===== src/rtl/shift_seq_ctrl_pkg.sv =====
// Shared definitions for the shift register command sequencer: opcodes,
// register mode selects and FSM state encoding.
package shift_seq_ctrl_pkg;

    localparam logic [1:0] OP_LOAD = 2'b00;
    localparam logic [1:0] OP_SHL  = 2'b01;
    localparam logic [1:0] OP_SHR  = 2'b10;
    localparam logic [1:0] OP_NOP  = 2'b11;

    localparam logic [1:0] SEL_LOAD = 2'b00;
    localparam logic [1:0] SEL_SHL  = 2'b01;
    localparam logic [1:0] SEL_SHR  = 2'b10;
    localparam logic [1:0] SEL_HOLD = 2'b11;

    typedef enum logic [1:0] {
        ST_IDLE = 2'd0,
        ST_RUN  = 2'd1,
        ST_DONE = 2'd2
    } state_t;

    function automatic logic [1:0] op_to_sel(input logic [1:0] op);
        logic [1:0] sel;
        case (op)
            OP_LOAD: sel = SEL_LOAD;
            OP_SHL:  sel = SEL_SHL;
            OP_SHR:  sel = SEL_SHR;
            default: sel = SEL_HOLD;
        endcase
        return sel;
    endfunction

endpackage


===== src/rtl/shift_step_cnt.sv =====
// Loadable down-counter for the number of remaining RUN steps; flags zero
// and the final step (count of one).
module shift_step_cnt
    import shift_seq_ctrl_pkg::*;
#(
    parameter int CNT_W = 3
) (
    input  logic             clk,
    input  logic             rst,
    input  logic             load,
    input  logic [CNT_W-1:0] load_val,
    input  logic             dec,
    output logic             zero,
    output logic             last
);

    logic [CNT_W-1:0] cnt_q;
    logic [CNT_W-1:0] cnt_d;

    always_comb begin
        cnt_d = cnt_q;
        if (load) begin
            cnt_d = load_val;
        end else if (dec && (cnt_q != '0)) begin
            cnt_d = cnt_q - CNT_W'(1);
        end
    end

    always_ff @(posedge clk) begin
        if (rst) begin
            cnt_q <= '0;
        end else begin
            cnt_q <= cnt_d;
        end
    end

    assign zero = (cnt_q == '0);
    assign last = (cnt_q == CNT_W'(1));

endmodule


===== src/rtl/shift_seq_ctrl.sv =====
// Command sequencer for a universal shift register: expands LOAD/SHL/SHR/NOP
// into per-cycle mode selects and tracks a shadow of the register contents.
// Optional rotate fill is built in when SHIFT_ROTATE_EN is defined.
module shift_seq_ctrl
    import shift_seq_ctrl_pkg::*;
#(
    parameter int WIDTH = 4,
    parameter int CNT_W = 3
) (
    input  logic             clk,
    input  logic             rst,
    // Handshake: a command transfers on a rising edge where cmd_valid and
    // cmd_ready are both high; cmd_valid outside IDLE is ignored, not queued.
    input  logic             cmd_valid,
    output logic             cmd_ready,
    input  logic [1:0]       cmd_op,
    input  logic [WIDTH-1:0] cmd_data,
    input  logic [CNT_W-1:0] cmd_count,
    input  logic             cmd_fill,
    input  logic             cmd_rot,
    output logic [1:0]       sel,
    output logic [WIDTH-1:0] par_out,
    output logic             sinr,
    output logic             sinl,
    output logic [WIDTH-1:0] shadow,
    output logic             done,
    output logic [1:0]       state_dbg
);

    state_t           state_q, state_d;
    logic [1:0]       op_q, op_d;
    logic             fill_q, fill_d;
    logic [1:0]       sel_q, sel_d;
    logic [WIDTH-1:0] par_out_q, par_out_d;
    logic [WIDTH-1:0] shadow_q, shadow_d;
    logic             sinl_q, sinl_d;
    logic             sinr_q, sinr_d;
    logic             fill_shl, fill_shr;
    logic             cnt_load, cnt_dec, cnt_zero, cnt_last;
    logic [CNT_W-1:0] cnt_load_val;
`ifdef SHIFT_ROTATE_EN
    logic             rot_q, rot_d;
`else
    logic             unused_rot;
    assign unused_rot = cmd_rot;
`endif

    shift_step_cnt #(.CNT_W(CNT_W)) u_step_cnt (
        .clk      (clk),
        .rst      (rst),
        .load     (cnt_load),
        .load_val (cnt_load_val),
        .dec      (cnt_dec),
        .zero     (cnt_zero),
        .last     (cnt_last)
    );

    always_comb begin
        state_d      = state_q;
        op_d         = op_q;
        fill_d       = fill_q;
        par_out_d    = par_out_q;
        shadow_d     = shadow_q;
        cnt_load     = 1'b0;
        cnt_load_val = cmd_count;
        cnt_dec      = 1'b0;
        sel_d        = SEL_HOLD;
        sinl_d       = 1'b0;
        sinr_d       = 1'b0;
        fill_shl     = 1'b0;
        fill_shr     = 1'b0;
`ifdef SHIFT_ROTATE_EN
        rot_d        = rot_q;
`endif

        case (state_q)
            ST_IDLE: begin
                if (cmd_valid) begin
                    op_d   = cmd_op;
                    fill_d = cmd_fill;
`ifdef SHIFT_ROTATE_EN
                    rot_d  = cmd_rot;
`endif
                    case (cmd_op)
                        OP_LOAD: begin
                            state_d      = ST_RUN;
                            cnt_load     = 1'b1;
                            cnt_load_val = CNT_W'(1);
                            par_out_d    = cmd_data;
                        end
                        OP_SHL, OP_SHR: begin
                            cnt_load = 1'b1;
                            state_d  = (cmd_count == '0) ? ST_DONE : ST_RUN;
                        end
                        default: state_d = ST_DONE;
                    endcase
                end
            end
            ST_RUN: begin
                cnt_dec = 1'b1;
                // The shadow follows exactly what the register sees this cycle.
                case (sel_q)
                    SEL_LOAD: shadow_d = par_out_q;
                    SEL_SHL:  shadow_d = {shadow_q[WIDTH-2:0], sinl_q};
                    SEL_SHR:  shadow_d = {sinr_q, shadow_q[WIDTH-1:1]};
                    default:  ;
                endcase
                if (cnt_last || cnt_zero) begin
                    state_d = ST_DONE;
                end
            end
            ST_DONE: state_d = ST_IDLE;
            default: state_d = ST_IDLE;
        endcase

        // Fill for the step about to run is taken from the post-edge shadow.
`ifdef SHIFT_ROTATE_EN
        fill_shl = rot_d ? shadow_d[WIDTH-1] : fill_d;
        fill_shr = rot_d ? shadow_d[0] : fill_d;
`else
        fill_shl = fill_d;
        fill_shr = fill_d;
`endif

        if (state_d == ST_RUN) begin
            sel_d = op_to_sel(op_d);
            if (op_d == OP_SHL) sinl_d = fill_shl;
            if (op_d == OP_SHR) sinr_d = fill_shr;
        end
    end

    always_ff @(posedge clk) begin
        if (rst) begin
            state_q   <= ST_IDLE;
            op_q      <= OP_NOP;
            fill_q    <= 1'b0;
            par_out_q <= '0;
            shadow_q  <= '0;
            sel_q     <= SEL_HOLD;
            sinl_q    <= 1'b0;
            sinr_q    <= 1'b0;
`ifdef SHIFT_ROTATE_EN
            rot_q     <= 1'b0;
`endif
        end else begin
            state_q   <= state_d;
            op_q      <= op_d;
            fill_q    <= fill_d;
            par_out_q <= par_out_d;
            shadow_q  <= shadow_d;
            sel_q     <= sel_d;
            sinl_q    <= sinl_d;
            sinr_q    <= sinr_d;
`ifdef SHIFT_ROTATE_EN
            rot_q     <= rot_d;
`endif
        end
    end

    assign cmd_ready = (state_q == ST_IDLE);
    assign done      = (state_q == ST_DONE);
    assign sel       = sel_q;
    assign par_out   = par_out_q;
    assign sinl      = sinl_q;
    assign sinr      = sinr_q;
    assign shadow    = shadow_q;
    assign state_dbg = state_q;

endmodule

===== config.mk =====
export PLATFORM = sky130hd
export DESIGN_NAME = shift_seq_ctrl
export DESIGN_NICKNAME = d
export VERILOG_FILES = /design/src/rtl/shift_seq_ctrl_pkg.sv /design/src/rtl/shift_step_cnt.sv /design/src/rtl/shift_seq_ctrl.sv
export SDC_FILE = /design/constraint.sdc
export NUM_CORES = 1
export LEC_CHECK = 0
export CELL_PAD_IN_SITES_DETAIL_PLACEMENT = 0
export CELL_PAD_IN_SITES_GLOBAL_PLACEMENT = 2
export CORE_MARGIN = 4
export CORE_UTILIZATION = 27
export DETAILED_ROUTE_END_ITERATION = 6
export GPL_TIMING_DRIVEN = 0
export PLACE_DENSITY_LB_ADDON = 0.1
export SETUP_SLACK_MARGIN = 0.3
export SYNTH_ARGS = -nofsm -noshare
export SYNTH_HDL_FRONTEND = slang
export SYNTH_HIERARCHICAL = 1
export SYNTH_SLANG_ARGS = --single-unit

===== constraint.sdc =====
create_clock -name clk -period 2.2 [get_ports clk]
set_input_delay 0.22 -clock clk [delete_from_list [all_inputs] [get_ports clk]]
set_output_delay 0.22 -clock clk [all_outputs]
set_load 0.02 [all_outputs]

==> results_dict.tcl <==
set metrics [dict create \
    outcome "finished clean" \
    overflow 0 \
    synth-adder-area-share_pct 9.195 \
    synth_edf_count 0 \
    design.core.area_um2 3771 \
    synth_simple_gate_area_share_pct 26.32 \
    min-delay-path-class "register to register" \
    fin_crit_sh_pct 82.66 \
    min_delay_path_depth 2 \
    regArea_um2 400.4 \
    area_delta_synth_final_pct 39.77 \
    drtAntennaViolNets 0 \
    synth.cell_area_um2 1089 \
    cts_root_buf "clkbuf_8" \
    synthArstFlopShare_pct 0 \
    synth_nets 143 \
    vias_per_cell 4.706 \
    antenna_found_initial 0 \
    cts_buffers 3 \
    slew_viol_final 0 \
    die_y_um 71.50 \
    cap_violations 0 \
    tns_ps 0 \
    ys.warnings.count 6 \
    hold_end "op_q[1]$_SDFF_PP1_" \
    dp_hpwl_mm 2.048 \
    cts_tree "built" \
    p_per_area_nw_per_um2 636.3 \
    start_util_pct 28.87 \
    numPortBuffers 28 \
    required_ps 1980 \
    post_drt_wl_per_cell_um 12.87 \
    hold_viol 0 \
    rr_worst_depth 5 \
    setup.worst_path.start_class "register" \
    finalWirelength_mm 2.586 \
    via_count 946 \
    cp-end-kind "primary output" \
    io_pins 30 \
    final_area_um2 1521 \
    die_area_um2 5112 \
    cts_max_path_buffers 2 \
    diodes 0 \
    clock-sinks 20 \
    synth.area.mux_share_pct 10.11 \
    synth_top_family_by_area "simple AND/OR/NAND/NOR gates" \
    first_pass_iters 4 \
    drt_iter0_markers 36 \
    synth_xor_area_share_pct 0 \
    nNetsFinal 176 \
    setup_viol 0 \
    relSlewSlack_pct 65.53 \
    worst_pin_slew_ps 517.1 \
    drive_gt1_share_pct 8.497 \
    placed_cells 197 \
    stdcell_count 201 \
    synth.avg_cell_area_um2 8.996 \
    postPlaceCellArea_um2 1429 \
    grt_max_degree 13 \
    grt_util_all_layers_pct 10.52 \
    ys.flop_type "dfxtp_1" \
    synth_cell_types 32 \
    arrival_ps 1600 \
    ys_seq_area_share_pct 36.78 \
    syn_inst 121 \
    insertion_delay_ps 260 \
    grt_pass1_vias 889 \
    rows 22 \
    critical_path_class "register to primary output" \
    ys_ff_latch 20 \
    fillers 389 \
    h-tree-depth 1 \
    r2r-end "shadow[2]$_SDFFE_PP0P_" \
    multiInputGateArea_um2 663.1 \
    synthTopCellsByArea "dfxtp_1, mux2i_1, ha_1, nor2_1, nor2b_1" \
    rsz0062_at_grt "true" \
    die_x_um 71.50 \
    cts_setup_buffers 0 \
    fin_skew_ps 3.436 \
    place_congestion 0.7515 \
    clk_pin_slew_ps 80 \
    grt_pass1_wl_mm 4.250 \
    cp_max_fo 8 \
    synth_compound_area_share_pct 13.33 \
    post-route-min-period_ps 1819 \
    netlist.area_leader.share_pct 36.78 \
    vdd_drop_max_mv 0.3365 \
    rrSetupSlack_ps 440 \
    power_leakage_nw 0.5883 \
    synth_top_cell_by_area "dfxtp_1" \
    reg2reg_from "state_dbg[0]$_SDFF_PP0_" \
    max_freq_mhz 549.9 \
    worstHoldStart "op_q[1]$_SDFF_PP1_" \
    route.detailed.drc 0 \
]
[critical path, stage by stage (launching register included)]
cell and delay [ps]:
dfxtp_1 540, nor2b_1 180, clkdlybuf4s50_1 610
[logic make-up after synthesis]
kind of cell | Yosys count
buf+inv | 11
fa+ha+maj | 8
compound gates | 22
simple gates | 49
mux | 11
flops | 20
[how the worst max path moves through the flow]
stage | startpoint | end | cells past startpoint
6_report | state_dbg[1]$_SDFF_PP0_ | done | 2
5_1_grt | state_dbg[0]$_SDFF_PP0_ | shadow[3]$_SDFFE_PP0P_ | 5
4_1_cts | cmd_op[0] | sinl$_SDFF_PP0_ | 6
3_5_place_dp | cmd_op[0] | sinl$_SDFF_PP0_ | 6
3_3_place_gp | cmd_op[0] | sinr$_SDFF_PP0_ | 6
2_1_floorplan | state_dbg[0]$_SDFF_PP0_ | sinl$_SDFF_PP0_ | 4
[repair_timing]
action / CTS / global route
hold buffers: 0 / 0
pin swaps: 0 / 0
gates resized for setup: 1 / 2
endpoints found under the setup margin: 8 / 5
[registers in the layout (all words and copies together) (netlist names)]
signal,flops
par_out,4
shadow,4
u_step_cnt/cnt_q,3
op_q,2
sel,2
state_dbg,2
fill_q,1
sinl,1
sinr,1
[cell usage in the layout, fill, tap and decap left out, types with 2 or more instances in the layout]
cell type / netlist / layout
a21oi_1: 3 / 3
a22oi_1: 4 / 4
and2_1: 3 / 3
and4_1: 2 / 2
clkbuf_8: 0 / 3
clkdlybuf4s50_1: 0 / 28
dfxtp_1: 20 / 20
ha_1: 8 / 8
inv_1: 8 / 8
mux2i_1: 11 / 11
nand2_1: 7 / 7
nand2b_1: 2 / 2
nand3b_1: 2 / 2
nand4_1: 4 / 4
nor2_1: 14 / 14
nor2b_1: 6 / 6
nor3_1: 2 / 2
o21ai_0: 7 / 7
o31a_1: 2 / 2
[synth_stat cells, drive strengths merged (2+ instances only)]
cell,instances
nor4b,2
nand3b,2
and4,2
o21ai,9
nand2b,3
nor3,2
nand4,4
ha,8
inv,8
nor2,14
and2,3
nand2,7
o31a,2
mux2i,11
a22oi,4
nor2b,6
clkbuf,2
dfxtp,20
a21oi,3
[report_power, final]
part,switching (mW),internal [mW],leakage (nW)
registers,0.0205,0.380,0.163
clock network,0.121,0.243,0.0357
logic,0.103,0.101,0.390
total,0.245,0.723,0.588
[routing by layer]
metal  GRT usage, %  vias to the layer above  share of wire (%)
met3          3.647                        2                6.3
met5              0                        -                  0
met2          17.04                       24                 47
met4          3.132                        0               0.93
met1          13.12                      430                 46
li1               -                      490                  -
[cell type report]
cell class,instances,share of cell area (%)
plain buffers,3,1.069
clock buffers,3,2.714
clock inverters,1,1.974
inverters,8,1.974
multi-input cells,90,43.59
flip-flops and latches,20,26.32
well taps,48,3.947
repair buffers,28,18.42
[stage by stage]
stage               hold WS [ps]  setup WS [ps]  total power, mW  util [%]
CTS                        535.2          333.3           0.9823     39.95
detailed placement         515.5         -339.7           0.6092     37.89
floorplan                  299.3          513.1           0.5304         -
global placement           502.8         -425.8           0.6077     37.89
finish                     527.5          381.4           0.9681     40.35
global route               565.0          290.7            1.026     40.35
(Power assumes the default switching activity.)
